## config.mk

```make
export PLATFORM = sky130hd
export DESIGN_NAME = jtframe_cen_monitor
export DESIGN_NICKNAME = d
export VERILOG_FILES = /design/src/rtl/jtframe_cenmon_pkg.sv /design/src/rtl/jtframe_cenmon_cnt.sv /design/src/rtl/jtframe_cen_monitor.sv
export SDC_FILE = /design/constraint.sdc
export NUM_CORES = 1
export LEC_CHECK = 0
export BUFFER_PORTS_ARGS = -buffer_cell sky130_fd_sc_hd__buf_2
export CAP_MARGIN = 25
export CORE_MARGIN = 8
export CORE_UTILIZATION = 53
export CTS_BUF_LIST = sky130_fd_sc_hd__clkbuf_16
export DETAILED_ROUTE_END_ITERATION = 8
export PLACE_DENSITY = 0.73
export SYNTH_ARGS = -nofsm -noshare
export SYNTH_HDL_FRONTEND = slang
export SYNTH_SLANG_ARGS = --single-unit
export TNS_END_PERCENT = 5
```

## constraint.sdc

```tcl
create_clock -name clk -period 2.3 [get_ports clk]
set_input_delay 0.69 -clock clk [delete_from_list [all_inputs] [get_ports clk]]
set_output_delay 0.69 -clock clk [all_outputs]
set_load 0.05 [all_outputs]
```

## src/rtl/jtframe_cenmon_pkg.sv

```systemverilog
// Shared definitions for the clock-enable monitor: FSM encoding and default parameters.
package jtframe_cenmon_pkg;

   typedef enum logic [1:0] {
      StIdle   = 2'd0,
      StAcq    = 2'd1,
      StLocked = 2'd2,
      StErr    = 2'd3
   } cenmon_state_e;

   localparam int unsigned DefPw    = 8;
   localparam int unsigned DefExp   = 4;
   localparam int unsigned DefTol   = 0;
   localparam int unsigned DefLockN = 4;

endpackage

```

## src/rtl/jtframe_cenmon_cnt.sv

```systemverilog
// Saturating counter of clk cycles since the last clock-enable pulse.
// cnt reads 1 on the cycle after a cen, so on a cen cycle it equals the period.
module jtframe_cenmon_cnt
   import jtframe_cenmon_pkg::*;
#(
   parameter int unsigned PW  = DefPw,
   parameter int unsigned LIM = DefExp + DefTol
)(
   input  logic          clk,
   input  logic          rst,
   input  logic          cen,
   output logic [PW-1:0] cnt,
   output logic          at_lim,
   output logic          at_max
);

   assign at_lim = (cnt == PW'(LIM));
   assign at_max = &cnt;

   // Restart on every enable, otherwise count up and stick at all ones
   always_ff @(posedge clk or posedge rst) begin
      if (rst) begin
         cnt <= '0;
      end else if (cen) begin
         cnt <= PW'(1);
      end else if (!at_max) begin
         cnt <= cnt + 1'b1;
      end
   end

endmodule

```

## src/rtl/jtframe_cen_monitor.sv

```systemverilog
// Clock-enable monitor: measures the spacing of cen pulses, reports lock and early/late errors.
// Optional macro JTFRAME_CENMON_MINMAX_EN adds pmin/pmax period extremes.
module jtframe_cen_monitor
   import jtframe_cenmon_pkg::*;
#(
   parameter int unsigned PW     = DefPw,
   parameter int unsigned EXP    = DefExp,
   parameter int unsigned TOL    = DefTol,
   parameter int unsigned LOCK_N = DefLockN
)(
   input  logic          clk,
   input  logic          rst,
   input  logic          cen,
   input  logic          clr,
   output logic          locked,
   output logic [PW-1:0] period,
   output logic          err_early,
   output logic          err_late,
   output logic          err_sticky
`ifdef JTFRAME_CENMON_MINMAX_EN
   ,
   output logic [PW-1:0] pmin,
   output logic [PW-1:0] pmax
`endif
);

   // The late check must fire before the counter saturates
   if (EXP + TOL >= (2**PW) - 1) begin : g_bad_params
      $error("jtframe_cen_monitor: EXP+TOL must be below 2^PW-1");
   end

   localparam int          LO = int'(EXP) - int'(TOL);
   localparam int          HI = int'(EXP) + int'(TOL);
   localparam int unsigned GW = (LOCK_N < 2) ? 1 : $clog2(LOCK_N + 1);

   cenmon_state_e state_q;
   logic [GW-1:0] good;
   logic [PW-1:0] cnt;
   logic          at_lim, at_max;
   logic          is_short, is_good;
   logic          early_hit, late_hit;
   int            cnt_val;

   jtframe_cenmon_cnt #(
      .PW  (PW),
      .LIM (EXP + TOL)
   ) u_cnt (
      .clk    (clk),
      .rst    (rst),
      .cen    (cen),
      .cnt    (cnt),
      .at_lim (at_lim),
      .at_max (at_max)
   );

   assign cnt_val  = int'(cnt);
   assign is_short = (cnt_val < LO);
   assign is_good  = !is_short && (cnt_val <= HI);

   // Error conditions seen this cycle; they also take priority over clr on the sticky flag
   always_comb begin
      early_hit = 1'b0;
      late_hit  = 1'b0;
      if (cen && is_short && (state_q == StAcq || state_q == StLocked)) early_hit = 1'b1;
      if (!cen && at_lim && (state_q == StLocked)) late_hit = 1'b1;
   end

   // Lock FSM with registered status outputs
   always_ff @(posedge clk or posedge rst) begin
      if (rst) begin
         state_q    <= StIdle;
         good       <= '0;
         locked     <= 1'b0;
         period     <= '0;
         err_early  <= 1'b0;
         err_late   <= 1'b0;
         err_sticky <= 1'b0;
      end else begin
         err_early <= early_hit;
         err_late  <= late_hit;
         if (early_hit || late_hit) begin
            err_sticky <= 1'b1;
         end else if (clr) begin
            err_sticky <= 1'b0;
         end
         unique case (state_q)
            StIdle: begin
               // first pulse only arms the measurement, its spacing is meaningless
               if (cen) begin
                  state_q <= StAcq;
                  good    <= '0;
               end
            end
            StAcq: begin
               if (cen) begin
                  period <= cnt;
                  if (is_good) begin
                     if (good == GW'(LOCK_N - 1)) begin
                        state_q <= StLocked;
                        locked  <= 1'b1;
                        good    <= '0;
                     end else begin
                        good <= good + 1'b1;
                     end
                  end else begin
                     good <= '0;
                  end
               end else if (at_max) begin
                  state_q <= StIdle;
               end
            end
            StLocked: begin
               if (cen) begin
                  period <= cnt;
                  if (is_short) begin
                     state_q <= StErr;
                     locked  <= 1'b0;
                  end
               end else if (at_lim) begin
                  state_q <= StErr;
                  locked  <= 1'b0;
               end
            end
            StErr: begin
               if (cen) begin
                  period  <= cnt;
                  good    <= '0;
                  state_q <= StAcq;
               end else if (at_max) begin
                  state_q <= StIdle;
               end
            end
            default: state_q <= StIdle;
         endcase
      end
   end

`ifdef JTFRAME_CENMON_MINMAX_EN
   // Extremes of the measured period since the last clr or reset
   always_ff @(posedge clk or posedge rst) begin
      if (rst) begin
         pmin <= '1;
         pmax <= '0;
      end else if (clr) begin
         pmin <= '1;
         pmax <= '0;
      end else if (cen && state_q != StIdle) begin
         if (cnt < pmin) pmin <= cnt;
         if (cnt > pmax) pmax <= cnt;
      end
   end
`else
   // No period extreme tracking in this build
`endif

endmodule

```

**Word level (Yosys, flattened, before mapping)**

Index checks and enable logic that the tools add are counted.

- Register bits after elaboration: 25
- Word-level logic and storage cells: 75
- Output and inout port bits: 12
- Input port bits: 4

- $lt $le $gt $ge: 2
- Equal/unequal tests: 15
- Add/subtract/negate cells: 2
- Muxes and demuxes: 28
- Reductions and logical operators: 20

Operator list:

| operator | count |
|---|---|
| $mux W2 | 9 |
| $mux W8 | 2 |
| $mux W3 | 4 |
| $mux W1 | 10 |
| $ne A3 B3 Y1 const B | 3 |
| $add A8 B1 Y8 const B | 1 |
| $eq A8 B3 Y1 const B | 1 |
| $le A8 B3 Y1 const B | 1 |
| $lt A8 B3 Y1 const B | 1 |
| $ne A2 B2 Y1 const B | 4 |
| $pmux W2 S4 | 1 |
| $reduce_and A8 Y1 | 1 |
| $pmux W3 S2 | 1 |
| $reduce_and A6 Y1 | 1 |
| $reduce_bool A2 Y1 | 3 |
| $logic_and A1 B1 Y1 | 5 |
| $reduce_and A5 Y1 | 1 |
| $eq A2 B2 Y1 const B | 2 |
| $ne A2 B1 Y1 const B | 2 |
| $add A3 B1 Y3 const B | 1 |
| $eq A3 B2 Y1 const B | 1 |
| $ne A3 B2 Y1 const B | 1 |
| $reduce_and A3 Y1 | 1 |
| $reduce_or A3 Y1 | 1 |
| other kinds (7) | 9 |

**Depth between registers and ports, before layout**

Gate-level depths: netlist of run 1.

- Word-level depth: 6
- Gate-level depth with buffers: 6

**Hierarchy**

A second synthesis of run 1 with hierarchy kept.

- Cell total of the unflattened synthesis: 132
- Area, all modules: 1401.3 sq um

By module, submodules not included:

| module | area each (sq um) | times used | sequential area each (sq um) | cells each |
|---|---|---|---|---|
| jtframe_cen_monitor | 933.4 | 1 | 425.4 | 86 |
| jtframe_cenmon_cnt | 467.9 | 1 | 200.2 | 46 |

**Worst setup path after synthesis of run 1**

OpenSTA, ideal clock, no wires.

- Path type: reg-to-reg
- Start: register state_q[0]
- End: register state_q[1]
- Buffers on the path: 0
- Path slack: 687 ps
- Clock period less this slack: 1613 ps
- Cell stages (with the launch flop): 7
- Required time: 2172 ps
- Data arrival time: 1486 ps
- Cell sequence: dfrtp_1 inv_1 ha_1 a21boi_1 nor3_1 a21oi_2 mux2_1

- Longest elaborated chain between the ends: 3
- Elaborated cells between the ends (all ways): 11
- Classes of those cells: 8 x eq/ne; 1 x mux; 2 x reduce/logical

Ends and longest elaborated chain:

| what | RTL line | RTL |
|---|---|---|
| start: declaration | jtframe_cen_monitor.sv:36 | `cenmon_state_e state_q;` |
| start signal: assignment | jtframe_cen_monitor.sv:71 | `state_q <= StIdle;` |
| start signal: assignment | jtframe_cen_monitor.sv:90 | `state_q <= StAcq;` |
| start signal: assignment | jtframe_cen_monitor.sv:99 | `state_q <= StLocked;` |
| $eq A2 B1 Y1, or another cell as far along | jtframe_cen_monitor.sv:86 | `unique case (state_q)` |
| $ne A3 B2 Y1 (no source line), or another cell as far along | n/a |  |
| $reduce_and A5 Y1 (no source line) | n/a |  |

Several ways; a longest one is shown, not always the timed one.
A chain may end at the register's enable or synchronous reset.

**Worst setup path after layout of run 1**

Ends and elaborated chain as after synthesis.

==> results of run 1 <==
==> kinds of logic (layout without fill, tap and decap cells) <==
logic type	after synthesis	count (layout)	synth area share
AO/OA/AOI/OAI	26	26	0.151
XOR/XNOR	4	4	0.0255
adder cells (fa/ha/maj)	8	8	0.0728
buffers and inverters	12	30	0.0364
flip-flops	25	25	0.455
multiplexers	10	10	0.0810
AND/OR/NAND/NOR	39	39	0.178
==> final cells by class <==
class | count | share of cell area
Tap cell | 30 | 0.0240
Sequential cell | 25 | 0.400
Multi-Input combinational cell | 87 | 0.448
Clock inverter | 1 | 0.00320
Clock buffer | 3 | 0.0480
Inverter | 10 | 0.0240
Timing Repair Buffer | 16 | 0.0528
==> worst max-delay path, cell delays in order (launching register included) <==
cell and delay, ns:
dfrtp_1 0.40, inv_1 0.12, ha_1 0.30, a21boi_1 0.10
nor3_1 0.37, a21oi_2 0.07, mux2_1 0.32
==> registers in the layout (all words and copies together), names as in the netlist <==
register	count
u_cnt.cnt	8
good	3
err_early	1
locked	1
err_late	1
err_sticky	1
state_q	2
period	8
==> per-layer routing <==
metal	vias up	global-route usage
li1	485	-
met1	489	0.156
met2	16	0.217
met3	5	0.0403
met4	0	0.0548
met5	-	0
==> final timing paths <==
path / from / to / slack, ns / cells past startpoint
max in group asynchronous: rst / err_early / 1.57 / 3
min in group clk: period[0] / period[0] / 0.48 / 1
setup reg to reg: state_q[0] / state_q[1] / 0.49 / 6
setup / recovery: state_q[0] / state_q[1] / 0.49 / 6
hold reg to reg: period[0] / period[0] / 0.48 / 1
hold / removal: rst / u_cnt.cnt[4] / 0.48 / 3
==> layout by cell type (no fill, tap or decap), types with 2 or more instances in the layout <==
cell type	synthesis	routed
ha_1	8	8
o21ai_1	2	2
a21o_1	3	3
and2_1	2	2
nor3_1	4	4
a211o_1	2	2
buf_2	1	15
nor2_1	9	9
nand3_1	2	2
a21oi_1	3	3
inv_1	9	9
nor2b_1	2	2
nand2_1	4	4
dfrtp_1	25	25
xor2_1	3	3
clkbuf_16	0	3
and3_1	4	4
nand2b_1	2	2
mux2_1	8	8
o211ai_1	2	2
==> power groups by stage <==
| stage | Combinational [mW] | Sequential, mW | Clock, mW |
|---|---|---|---|
| after global placement | 0.578 | 0.554 | 0 |
| after floorplan | 0.324 | 0.699 | 0 |
| after global routing | 0.642 | 0.561 | 0.409 |
| after CTS | 0.593 | 0.550 | 0.392 |
| final | 0.586 | 0.549 | 0.383 |
| after detailed placement | 0.589 | 0.558 | 0 |
==> flow_metrics.tcl, run 1 <==
set metrics [dict create \
    cts.path.max_buffers 2 \
    htreeDepth 1 \
    power_frac_comb 0.386 \
    numCtsBuffers 3 \
    root_buffer "clkbuf_16" \
    fin_skew_ns 0.00287 \
    clkTransAtPathRegs_ns 0.06 \
    die_w_um 66.9 \
    finalNetCount 155 \
    antenna_found_initial 0 \
    dp_slack_ns 0.327 \
    end_kind "flop" \
    hold_viol 0 \
    grt_pass1_vias 1090 \
    core_area_mm2 0.00248 \
    routedLengthMet1_um 1180 \
    grt_use_total 0.132 \
    wl_met2_um 1230 \
    viasPerCell 5.78 \
    met3_length_um 126 \
    power_switching_share 0.381 \
    grt.overflow.total 0 \
    maxUsedRoutingLayer "met4" \
    drt_iter0_drc 20 \
    wl_um 2570 \
    yosys-top-cells-area "dfrtp_1 45%, ha_1 7.3%, mux2_1 6.6%, inv_1 2.5%, nor2_1 2.5%" \
    ys.flop_type "dfrtp_1" \
    first_pass_iters 4 \
    finalSetupViolCount 0 \
    initial_core_util 0.555 \
    synthesis.nets 136 \
    multi_input_area_um2 699 \
    io_pins 16 \
    cp-start-kind "flop" \
    rows 18 \
    syn-mean-instance-area_um2 11.1 \
    layout_setup_ws_ns 0.493 \
    power.share.sequential 0.361 \
    area_delta_synth_final_pct 13.6 \
    utilization 0.631 \
    clock_sinks 25 \
    vdd_drop_max_v 0.000918 \
    ys_types 48 \
    die_y_um 66.9 \
    post_cts.repair.setup_buffers 0 \
    place_inst 168 \
    clock_latency_ns 0.26 \
    fin_crit_sh 0.786 \
    setup_tns_ns 0 \
    rsz0062_at_grt "no" \
    grt_max_degree 26 \
    whs_ns 0.476 \
    status "complete, no violations" \
    slew_headroom 0.715 \
    synth.largest_area_cell "dfrtp_1" \
    drc 0 \
    worst_ep_required_time_ns 2.44 \
    synth_edf_count 0 \
    routedWlPerCell_um 15.0 \
    switching_power_uw 578 \
    cap_violations 0 \
    cts_tree "yes" \
    finalPower_mw 1.52 \
    worstMarginPinSlew_ns 0.426 \
    critPathArrivalTime_ns 1.95 \
    post-route-min-period_ns 1.81 \
    ys_ff_latch 25 \
    path_class "reg2reg" \
    die_area_mm2 0.00448 \
    num_antenna_cells 0 \
    gp_congestion 0.865 \
    hp-class "in2async" \
    synth_top_area_frac 0.455 \
    p_leak_nw 0.812 \
    post_cts_resized 0 \
    drtAntennaViolNets 0 \
    fmax_mhz 553 \
    async_flop_share 1.00 \
    power.internal_uw 940 \
    seq_area_um2 626 \
    yosysSeqAreaShare 0.455 \
    ctsHoldBuffers 0 \
    drv_slew 0 \
    yosys_warnings 0 \
    grt_pass1_wl_um 4710 \
    final_cells 172 \
    synthTopCellsByCount "25 x dfrtp_1, 9 x inv_1, 9 x nor2_1, 8 x ha_1, 8 x mux2_1" \
    vias 995 \
    synth_most_common_cell "dfrtp_1" \
    synthCells 124 \
    dp_hpwl_um 1930 \
    port_buffers 15 \
    power_density_mw_per_mm2 972 \
    critPathMaxFanout 7 \
    clkPwrFrac 0.253 \
    netlist_area_mm2 0.00138 \
    final_cell_area_mm2 0.00156 \
    dpl_cell_area_mm2 0.00148 \
    drive_above_1_share 0.204 \
    fill_cells 215 \
]
Power figures use the tool's default switching activity.
==> inputs of run 2 (changes only) <==
Settings changed: ABC_AREA set to 1, PLACE_DENSITY 0.73 to 0.74.
Clock period 2.3 ns to 1.85 ns, I/O delays scaled along.
==> run 2 against run 1 <==
Against the previous run: via count increased by 7.3%; clock power is 19% higher; first-iteration DRC count increased by 80%; worst setup slack got worse by 0.32 ns; cell count up 19%; power is 27% higher; non-clock buffer count did not move; synthesized cell count increased by 26%; critical path type unchanged.
==> flow_metrics.tcl, run 2 <==
set metrics [dict create \
    synth_compound_area_frac 0.124 \
    viasPerCell 5.24 \
    crit_chain "inv_1 > ha_1 > a21oi_1 > o2111ai_1 > mux2i_1" \
    synth-xor-area-share 0.0133 \
    max_stage_delay_ns 0.44 \
    finalPower_mw 1.93 \
    cts_tree "yes" \
    worst_ep_required_time_ns 2.02 \
    status "complete, no violations" \
    path_class "reg2reg" \
    clock_latency_ns 0.25 \
    synthSimpleGateAreaFrac 0.229 \
    end_kind "flop" \
    dpl_cell_area_mm2 0.00143 \
    wl_um 2630 \
    slew_headroom 0.708 \
    critPathArrivalTime_ns 1.85 \
    cp-start-kind "flop" \
    ys_ff_latch 25 \
    grt.overflow.total 0 \
    vias 1068 \
    reg_top3 "period: 8 flops, u_cnt.cnt: 8 flops, good: 3 flops" \
    yosysSeqAreaShare 0.474 \
    finalSetupViolCount 0 \
    async_flop_share 1.00 \
    post_cts.repair.setup_buffers 0 \
    r2r_start "state_q[1]" \
    hp-class "in2async" \
    power_density_mw_per_mm2 1280 \
    synthesis.nets 168 \
    hold_viol 0 \
    synthTopCellsByCount "35 x nand2_1, 25 x dfrtp_1, 23 x inv_1, 17 x o21ai_0, 10 x nor2_1" \
    io_pins 16 \
    grt_pass1_vias 1059 \
    cts.path.max_buffers 2 \
    first_pass_iters 4 \
    drc 0 \
    area_delta_synth_final_pct 14.3 \
    final_cell_area_mm2 0.00151 \
    syn-mean-instance-area_um2 8.45 \
    grt_max_degree 26 \
    die_area_mm2 0.00434 \
    htreeDepth 1 \
    die_y_um 65.9 \
    yosys-top-cells-area "dfrtp_1 47%, nand2_1 10%, ha_1 7.6%, inv_1 6.5%, o21ai_0 6.5%" \
    synth_most_common_cell "nand2_1" \
    drt_iter0_drc 36 \
    fin_skew_ns 0.00527 \
    gp_congestion 0.876 \
    grt_use_total 0.135 \
    place_inst 200 \
    fill_cells 206 \
    clkTransAtPathRegs_ns 0.06 \
    fmax_mhz 596 \
    multi_input_area_um2 593 \
    whs_ns 0.343 \
    final_cell_mix "35 x nand2_1, 25 x dfrtp_1, 24 x inv_1, 17 x o21ai_0, 15 x buf_2" \
    synth_edf_count 0 \
    rsz0062_at_grt "no" \
    synthAdderAreaFrac 0.0759 \
    fin_crit_sh 0.908 \
    post_cts_resized 0 \
    r2r_cells 5 \
    final_cells 204 \
    dp_hpwl_um 1950 \
    rows 18 \
    initial_core_util 0.547 \
    yosys_warnings 0 \
    routedWlPerCell_um 12.9 \
    layout_setup_ws_ns 0.171 \
    ys.flop_type "dfrtp_1" \
    muxShareOfSynthArea 0.00759 \
    seq_area_um2 626 \
    ys_types 26 \
    critPathMaxFanout 5 \
    core_area_mm2 0.00241 \
    synth.largest_area_cell "dfrtp_1" \
    port_buffers 15 \
    die_w_um 65.9 \
    vdd_drop_max_v 0.000944 \
    utilization 0.626 \
    ff2ff_setup_slack_ns 0.17 \
    dp_slack_ns 0.228 \
    clock_sinks 25 \
    finalNetCount 187 \
    grt_pass1_wl_um 4660 \
    synth_top_area_frac 0.474 \
    drtAntennaViolNets 0 \
    synthCells 156 \
    worst_r2r_endpoint "good[0]" \
    slowest_stage "dfrtp_1" \
    drv_slew 0 \
    antenna_found_initial 0 \
    root_buffer "clkbuf_16" \
    num_antenna_cells 0 \
    final_common_cell "nand2_1" \
    drive_above_1_share 0.167 \
    ctsHoldBuffers 0 \
    synth_top_family_by_area "simple AND/OR/NAND/NOR gates" \
    cap_violations 0 \
    post-route-min-period_ns 1.68 \
    numCtsBuffers 3 \
    netlist_area_mm2 0.00132 \
    worstMarginPinSlew_ns 0.437 \
    p_leak_nw 0.776 \
    setup_tns_ns 0 \
]
-- run 2: metal layers --
layer | share of wire | up-vias | GRT usage
met2 | 0.50 | 22 | 0.220
li1 | - | 534 | -
met1 | 0.44 | 508 | 0.155
met3 | 0.052 | 4 | 0.0458
met4 | 0.011 | 0 | 0.0654
met5 | 0 | - | 0
-- run 2: where the power goes --
part           internal, mW  total [mW]  leakage, nW  switching [mW]
registers             0.638       0.696        0.333          0.0584
logic                 0.217       0.779        0.401           0.562
clock network         0.288       0.456       0.0423           0.168
-- run 2: worst max-delay path by stage --
stage | start | end | slack, ns | depth (start not counted)
final | state_q[1] | good[0] | 0.17 | 5
after global routing | state_q[1] | good[0] | 0.05 | 5
after CTS | state_q[1] | good[0] | 0.21 | 5
after detailed placement | state_q[1] | good[0] | 0.23 | 5
after global placement | cen | good[0] | 0.37 | 5
after floorplan | state_q[0] | good[0] | 0.48 | 5
-- run 2: worst max-delay path: cells and delay by family (launching register included) --
kind | cells | cell delay [ns]
buf+inv | 1 | 0.11
mux | 1 | 0.18
flops | 1 | 0.44
fa+ha+maj | 1 | 0.35
compound gates | 2 | 0.52
-- run 2: cell families (layout without fill, tap and decap cells) --
| family | count (synthesis) | after routing |
|---|---|---|
| AO/OA/AOI/OAI | 29 | 29 |
| flip-flops | 25 | 25 |
| buffers and inverters | 26 | 44 |
| XOR/XNOR | 2 | 2 |
| adder cells (fa/ha/maj) | 8 | 8 |
| AND/OR/NAND/NOR | 65 | 65 |
| multiplexers | 1 | 1 |
-- run 2: final cells by class --
class | instances | area share
flip-flops and latches | 25 | 0.415
inverters | 24 | 0.0598
repair buffers | 16 | 0.0548
clock inverters | 1 | 0.00249
clock buffers | 3 | 0.0498
multi-input cells | 105 | 0.393
well taps | 30 | 0.0249
